File: src/rtl/firebird7_in_gate1_tessent_data_mux_tdr.sv
// firebird7_in_gate1_tessent_data_mux_tdr
// Multi-channel IJTAG data-override mux with an embedded capture/shift/update
// test data register. Each channel selects functional data, IJTAG data, or a
// frozen copy of the last functional value. The data path is purely
// combinational; only the mode register and the per-channel hold copies are
// sequential.
//
// Access protocol: capture/shift/update act only while ijtag_sel is high and
// resolve with priority capture > shift > update on each rising ijtag_tck.
// With ijtag_sel low, or with no enable asserted, the scan and mode registers
// hold. Capture loads the current modes into the scan register for readback.
// Shift moves the scan register toward bit 0 (ijtag_so), taking ijtag_si in
// at the top. Update copies the scan register into the mode register.

module firebird7_in_gate1_tessent_data_mux_tdr #(
  parameter int NUM_CHANNELS = 4,
  parameter int WIDTH        = 3
) (
  input  logic                          ijtag_tck,
  input  logic                          ijtag_reset,
  input  logic                          ijtag_sel,
  input  logic                          ijtag_ce,
  input  logic                          ijtag_se,
  input  logic                          ijtag_ue,
  input  logic                          ijtag_si,
  output logic                          ijtag_so,
  input  logic [NUM_CHANNELS*WIDTH-1:0] functional_data_in,
  input  logic [NUM_CHANNELS*WIDTH-1:0] ijtag_data_in,
  output logic [NUM_CHANNELS*WIDTH-1:0] data_out
);

  localparam int SR_W = 2 * NUM_CHANNELS;

  // Two mode bits per channel: 00 functional, 01 IJTAG, 10 hold, 11 functional.
  localparam logic [1:0] MODE_IJTAG = 2'b01;
  localparam logic [1:0] MODE_HOLD  = 2'b10;

  logic [SR_W-1:0]  shift_reg;
  logic [SR_W-1:0]  update_reg;
  logic [WIDTH-1:0] hold_reg [NUM_CHANNELS];

  // Scan and mode registers: capture beats shift beats update, all gated by sel.
  always_ff @(posedge ijtag_tck) begin
    if (!ijtag_reset) begin
      shift_reg  <= '0;
      update_reg <= '0;
    end else if (ijtag_sel) begin
      if (ijtag_ce) begin
        shift_reg <= update_reg;
      end else if (ijtag_se) begin
        shift_reg <= {ijtag_si, shift_reg[SR_W-1:1]};
      end else if (ijtag_ue) begin
        update_reg <= shift_reg;
      end
    end
  end

  // Hold copies track functional data until the channel's current mode is hold.
  always_ff @(posedge ijtag_tck) begin
    if (!ijtag_reset) begin
      for (int c = 0; c < NUM_CHANNELS; c++) begin
        hold_reg[c] <= '0;
      end
    end else begin
      for (int c = 0; c < NUM_CHANNELS; c++) begin
        if (update_reg[2*c +: 2] != MODE_HOLD) begin
          hold_reg[c] <= functional_data_in[c*WIDTH +: WIDTH];
        end
      end
    end
  end

  // Output mux per channel; the reserved code falls through to functional data.
  always_comb begin
    data_out = functional_data_in;
    for (int c = 0; c < NUM_CHANNELS; c++) begin
      case (update_reg[2*c +: 2])
        MODE_IJTAG: data_out[c*WIDTH +: WIDTH] = ijtag_data_in[c*WIDTH +: WIDTH];
        MODE_HOLD:  data_out[c*WIDTH +: WIDTH] = hold_reg[c];
        default:    data_out[c*WIDTH +: WIDTH] = functional_data_in[c*WIDTH +: WIDTH];
      endcase
    end
  end

  assign ijtag_so = shift_reg[0];

endmodule

File: config.mk
export PLATFORM = sky130hd
export DESIGN_NAME = firebird7_in_gate1_tessent_data_mux_tdr
export DESIGN_NICKNAME = d
export VERILOG_FILES = /design/src/rtl/firebird7_in_gate1_tessent_data_mux_tdr.sv
export SDC_FILE = /design/constraint.sdc
export NUM_CORES = 1
export LEC_CHECK = 0
export BUFFER_PORTS_ARGS = -buffer_cell sky130_fd_sc_hd__buf_2
export CELL_PAD_IN_SITES_DETAIL_PLACEMENT = 0
export CELL_PAD_IN_SITES_GLOBAL_PLACEMENT = 1
export CORE_UTILIZATION = 36
export DETAILED_ROUTE_END_ITERATION = 10
export PLACE_DENSITY = 0.8
export SLEW_MARGIN = 20
export SYNTH_ARGS = -nofsm -noshare
export SYNTH_HDL_FRONTEND = slang
export SYNTH_SLANG_ARGS = --single-unit
File: constraint.sdc
create_clock -name ijtag_tck -period 1 [get_ports ijtag_tck]
set_input_delay 0.05 -clock ijtag_tck [delete_from_list [all_inputs] [get_ports ijtag_tck]]
set_output_delay 0.05 -clock ijtag_tck [all_outputs]
set_load 0.02 [all_outputs]
==> results.md, run 1 <==
- Die Area: 0.00485 mm2
- Largest fanout on the critical path: 6
- Slew margin rel.: 0.825
- Post-synthesis compound-gate area fraction: 0.141
- Leakage: 1.09 nW
- Fillers: 344
- Syn Nets: 204
- VDD IR-drop max: 0.000811 V
- Hold Path Sink: hold_reg[3][2]
- Multiplexer share of the synthesized area: 0.0973
- Pre-CTS setup slack: -0.216 ns
- Initial antenna violation count: 0
- Dpl hpwl: 2.71 mm
- R2R Setup Slk: -0.25 ns
- Clk Tree Root Cell: clkbuf_8
- Finished Layout Cells: 284
- Sequential fraction of the synthesis area: 0.413
- Post-Synth XOR/XNOR Area: 0
- Arrival @ worst endpoint: 1.35 ns
- Num ports: 44
- Status: complete, but fails checks
- Hold/Removal Path Class: input port to flop
- WL per Instance: 13.8 um
- Nets@finish: 276
- Worst Hold Depth: 2
- Die H: 69.6 um
- Most Crowded Layer GR: met2
- Die X: 69.6 um
- Crit Path Category: flop to output port
- DR pass1 iterations: 5
- Syn_area_per_cell: 10.2 um2
- Final period util: 1.40
- CTS Hold Bufs: 0
- DR iter-0 viols: 23
- Critical Path Sink Type: output port
- Fmax: 713 MHz
- Worst-path clk slew: 0.10 ns
- Skew final: 0.00247 ns
- CTS tree: built
- Worst slew pin tran: 0.262 ns
- Diodes inserted: 0
- Dpl cells: 270
- Yosys reg bits: 28
- Post-route cell area: 0.00279 mm2
- R2R Path End: hold_reg[1][1]
- Clock latency on the worst-skew pair: 0.27 ns
- First-pass GRT wire length: 6.78 mm
- Clock sink total: 28
- Port-buffer cells: 43
- Startpoint type of the worst setup path: flop
- Core area: 0.00438 mm2
- Syn Inst Count: 161
- Layout cells sized above 1: 0.651
- Combinational family with the most area after synthesis: simple AND/OR/NAND/NOR gates
- GR Util met3: 0.0218
- Synth area leaders: edfxtp_1 22%, dfxtp_1 19%, mux2i_1 9.7%
- Syn Std Cell Area: 0.00165 mm2
- Failing checks: negative setup slack
- # setup viols final: 24
- Placer congestion estimate: 0.748
- Power density over cell area: 906 mW/mm2
- FF-to-FF Start: update_reg[3]
- Num CTS Buffers: 3
- Row count: 24
- Worst min-delay path startpoint: functional_data_in[11]
- Gr usage total: 0.168
- Post-Route WL: 3.92 mm
- GR Util met1: 0.219
- Post-synth top area share: 0.219
- Vias in the first global route: 1501
- Distinct cells, synth: 17
- Gr ovfl total: 0
- Vias: 1450
- Sum Neg Setup Slack: -5.76 ns
- Max cap viols: 0
- Worst EP required: 0.95 ns
- Final Hold Viols: 0
- Area delta synth->final: 69.6%
- Post-synthesis simple-gate area fraction: 0.204
- Worst Reg2Reg Path Length in Cells: 6
- Met2 Track Usage GR: 0.297
- Largest area contributor in the netlist: edfxtp_1
- Most frequent cells in the layout: 31 x buf_2, 20 x nand2_1, 20 x buf_4
- Pin count of the biggest net entering global routing: 20
- Slew Viols, Final: 0
- Commonest non-fill, non-tap cell in the layout: buf_2
- H-tree levels: 1
- Final ANT Viol Nets: 0
- Max reg flops: 12
- Layout Utilization: 0.637
- Final worst setup slack: -0.403 ns
- Drt drc: 0
- Dpl cell area: 0.00224 mm2
- Ys Warns: 0
- CTS Buffer Depth: 2
- Vias/cell: 5.11
- Adder and majority gate portion of the synthesized area: 0.0912
- Period minus WS final: 1.40 ns
- Initial Util: 0.376
- RSZ-0062 raised after global routing: yes
## layer usage
metal,vias up,wire length (um),share of wire
li1,729,-,-
met1,683,1780,0.45
met2,36,1970,0.50
met3,2,148,0.038
met4,0,17,0.0043
met5,-,0,0
## logic make-up (layout without fill, tap and decap cells)
logic type                 Yosys count  count (layout)
and+or+nand+nor                     57              57
AOI/OAI and AO/OA                   33              33
muxes                               16              16
buffers and inverters               15              86
DFF                                 28              28
adders and majority gates           12              12
## synthesized netlist by cell type
master and count:
a22oi_1 12, and2_1 12, buf_2 1, buf_4 4
buf_6 2, dfxtp_1 16, edfxtp_1 12, ha_1 12
inv_1 8, mux2i_1 16, nand2_1 32, nand4bb_1 8
nor2b_1 4, nor4bb_4 1, o211ai_2 1, o21ai_0 12
o221ai_1 8
## worst max-delay path by stage
stage                        from          end  slack, ns
floorplan           update_reg[1]  data_out[0]      -0.04
global placement    update_reg[7]  data_out[9]      -0.21
detailed placement  update_reg[5]  data_out[7]      -0.22
CTS                 update_reg[3]  data_out[5]      -0.41
global route        update_reg[3]  data_out[5]      -0.45
finish              update_reg[3]  data_out[5]      -0.40
## metrics by stage
stage	hold slack, ns	power (mW)
6_report	0.0788	2.53
5_1_grt	0.0668	2.63
4_1_cts	0.0625	2.54
3_5_place_dp	0.350	1.59
3_3_place_gp	0.350	1.59
2_1_floorplan	0.230	1.44
## cell type report
| type | instances | area (um2) | share of cell area |
|---|---|---|---|
| multi-input combinational | 118 | 1320 | 0.474 |
| sequential | 28 | 701 | 0.251 |
| timing repair buffer | 74 | 599 | 0.215 |
| tap | 52 | 65.1 | 0.0233 |
| clock buffer | 3 | 41.3 | 0.0148 |
| inverter | 8 | 32.5 | 0.0116 |
| clock inverter | 1 | 30.0 | 0.0108 |
## worst max-delay path, cell delays in order, from the launching register on
cell and delay, ns:
dfxtp_2 0.34, buf_6 0.12, ha_4 0.36, nand2_4 0.07
o21ai_4 0.06, buf_6 0.13
## report_power, final
part / switching (mW) / internal, mW / leakage, nW
Combinational: 0.194 / 0.228 / 0.784
Sequential: 0.0145 / 1.21 / 0.273
Clock: 0.352 / 0.536 / 0.0357
Total: 0.560 / 1.97 / 1.09
## timing repair
item                       CTS  global route
buffers inserted             7             5
gates cloned                 0             0
pin swaps                   28            19
resized for setup           93            19
hold endpoints to repair     0             0
setup endpoints to repair   36            34
Power figures use the tool's default switching activity.
==> run 2, diff against run 1 <==
--- a/config.mk
+++ b/config.mk
@@ -10,7 +10,8 @@
 export CELL_PAD_IN_SITES_GLOBAL_PLACEMENT = 1
 export CORE_UTILIZATION = 36
 export DETAILED_ROUTE_END_ITERATION = 10
-export PLACE_DENSITY = 0.8
+export GPL_TIMING_DRIVEN = 1
+export PLACE_DENSITY = 0.84
 export SLEW_MARGIN = 20
 export SYNTH_ARGS = -nofsm -noshare
 export SYNTH_HDL_FRONTEND = slang
==> results.md, run 2 (synthesis results as in run 1) <==
- Final period util: 1.42 (+0.0181)
- Dpl cells: 271 (+0.37%)
- Worst-path clk slew: 0.10 ns (about the same)
- Die X: 69.6 um (unchanged)
- Skew final: 0.00637 ns (+0.00390 ns)
- Worst Hold Depth: 3 (+1)
- Crit Path Category: flop to output port
- Critical Path Sink Type: output port
- Cell mode on critical path: buf_6
- Hold/Removal Path Class: input port to flop
- Worst min-delay path startpoint: ijtag_si
- RSZ-0062 raised after global routing: yes
- Layout cells sized above 1: 0.657 (+0.00579)
- R2R Setup Slk: -0.17 ns (+0.08 ns)
- Arrival @ worst endpoint: 1.37 ns (+0.02 ns)
- Vias/cell: 5.20 (+1.9%)
- Fillers: 349 (+1.5%)
- Worst EP required: 0.95 ns (about the same)
- Placer congestion estimate: 0.742 (-0.80%)
- Port-buffer cells: 43 (unchanged)
- Worst slew pin tran: 0.267 ns (+0.00422 ns)
- Final ANT Viol Nets: 0 (unchanged)
- Worst path cell trace: buf_6 > ha_4 > nand2_4 > o21ai_4 > buf_6
- Startpoint type of the worst setup path: flop
- CTS Hold Bufs: 0 (unchanged)
- H-tree levels: 1 (unchanged)
- Clock sink total: 28 (unchanged)
- CTS tree: built
- Gr ovfl total: 0 (unchanged)
- Num ports: 44 (unchanged)
- Pre-CTS setup slack: -0.218 ns (-0.00198 ns)
- Worst Reg2Reg Path Length in Cells: 6 (unchanged)
- DR iter-0 viols: 49 (+110%)
- Post-route cell area: 0.00277 mm2 (-0.90%)
- Dpl cell area: 0.00224 mm2 (+0.34%)
- Finished Layout Cells: 285 (+0.35%)
- Most frequent cells in the layout: 31 x buf_2, 21 x buf_6, 21 x buf_4
- Slew margin rel.: 0.822 (-0.00281)
- Vias in the first global route: 1536 (+2.3%)
- Hold Path Sink: shift_reg[7]
- Final Hold Viols: 0 (unchanged)
- Num CTS Buffers: 3 (unchanged)
- Max cap viols: 0 (unchanged)
- DR pass1 iterations: 4 (-1)
- R2R Path End: hold_reg[0][2]
- Gr usage total: 0.176 (+0.00846)
- Period minus WS final: 1.42 ns (+0.0181 ns)
- Row count: 24 (unchanged)
- VDD IR-drop max: 0.000417 V (-49%)
- Drt drc: 0 (unchanged)
- WL per Instance: 14.7 um (+6.6%)
- Die H: 69.6 um (unchanged)
- Power density over cell area: 854 mW/mm2 (-5.7%)
- Failing checks: negative setup slack
- Commonest non-fill, non-tap cell in the layout: buf_2
- Layout Utilization: 0.631 (-0.00571)
- Clk Tree Root Cell: clkbuf_8
- Area delta synth->final: 68.1%
- Largest fanout on the critical path: 6 (unchanged)
- Clock latency on the worst-skew pair: 0.28 ns (about the same)
- Final worst setup slack: -0.421 ns (-0.0181 ns)
- Status: complete, but fails checks
- First-pass GRT wire length: 6.93 mm (+2.1%)
- Slew Viols, Final: 0 (unchanged)
- # setup viols final: 24 (unchanged)
- Vias: 1483 (+2.3%)
- Post-Route WL: 4.19 mm (+6.9%)
- Initial Util: 0.376 (unchanged)
- Slowest-stage cell, CP: ha_4
- Nets@finish: 277 (+0.36%)
- Die Area: 0.00485 mm2 (unchanged)
- Leakage: 1.07 nW (-2.0%)
- Pin count of the biggest net entering global routing: 16 (-20%)
- Diodes inserted: 0 (unchanged)
- FF-to-FF Start: update_reg[0]
- Max reg flops: 12 (unchanged)
- Dpl hpwl: 2.86 mm (+5.5%)
- Core area: 0.00438 mm2 (unchanged)
- Fmax: 704 MHz (-1.3%)
- CP max stage delay: 0.36 ns (about the same)
- Initial antenna violation count: 0 (unchanged)
- CTS Buffer Depth: 2 (unchanged)
[run 2: metrics by stage]
step | total power, mW | hold slack (ns) | TNS (ns)
2_1_floorplan | 1.44 | 0.230 | -0.533
3_3_place_gp | 1.59 | 0.348 | -2.96
3_5_place_dp | 1.59 | 0.349 | -3.80
4_1_cts | 2.37 | 0.0581 | -5.38
5_1_grt | 2.45 | 0.0879 | -7.06
6_report | 2.36 | 0.0828 | -5.99
[run 2: where the power goes]
part	total [mW]	internal, mW	switching (mW)
clock network	0.717	0.353	0.364
registers	1.22	1.21	0.0136
logic	0.427	0.228	0.199
total	2.36	1.79	0.577
[run 2: routing by layer]
metal | global-route usage | wire length [um]
met5 | 0 | 0
met4 | 0.0511 | 52
met3 | 0.0160 | 121
met2 | 0.317 | 2090
met1 | 0.223 | 1930
[run 2: critical path, delay by kind of cell (launching register included)]
family / cells / cell delay (ns)
AOI/OAI and AO/OA: 1 / 0.06
DFF: 1 / 0.34
adders and majority gates: 1 / 0.36
buffers and inverters: 2 / 0.25
and+or+nand+nor: 1 / 0.07
[run 2: how the worst max path moves through the flow]
stage | from | depth (start not counted) | end
3_5_place_dp | update_reg[5] | 5 | data_out[8]
6_report | update_reg[7] | 5 | data_out[10]
3_3_place_gp | update_reg[5] | 5 | data_out[8]
4_1_cts | update_reg[7] | 5 | data_out[10]
5_1_grt | update_reg[7] | 5 | data_out[10]
2_1_floorplan | update_reg[1] | 4 | data_out[0]
[run 2: what timing repair did]
| action | 4_1_cts | 5_1_grt |
|---|---|---|
| setup buffers | 8 | 4 |
| pin swaps | 25 | 16 |
| resized for setup | 95 | 19 |
| setup endpoints to repair | 36 | 37 |
[run 2: cell type report]
cell class	instances	area [um2]	share of cell area
repair buffers	75	589	0.213
flip-flops and latches	28	701	0.253
multi-input cells	118	1330	0.479
clock buffers	4	55.1	0.0199
well taps	52	65.1	0.0235
inverters	8	32.5	0.0118
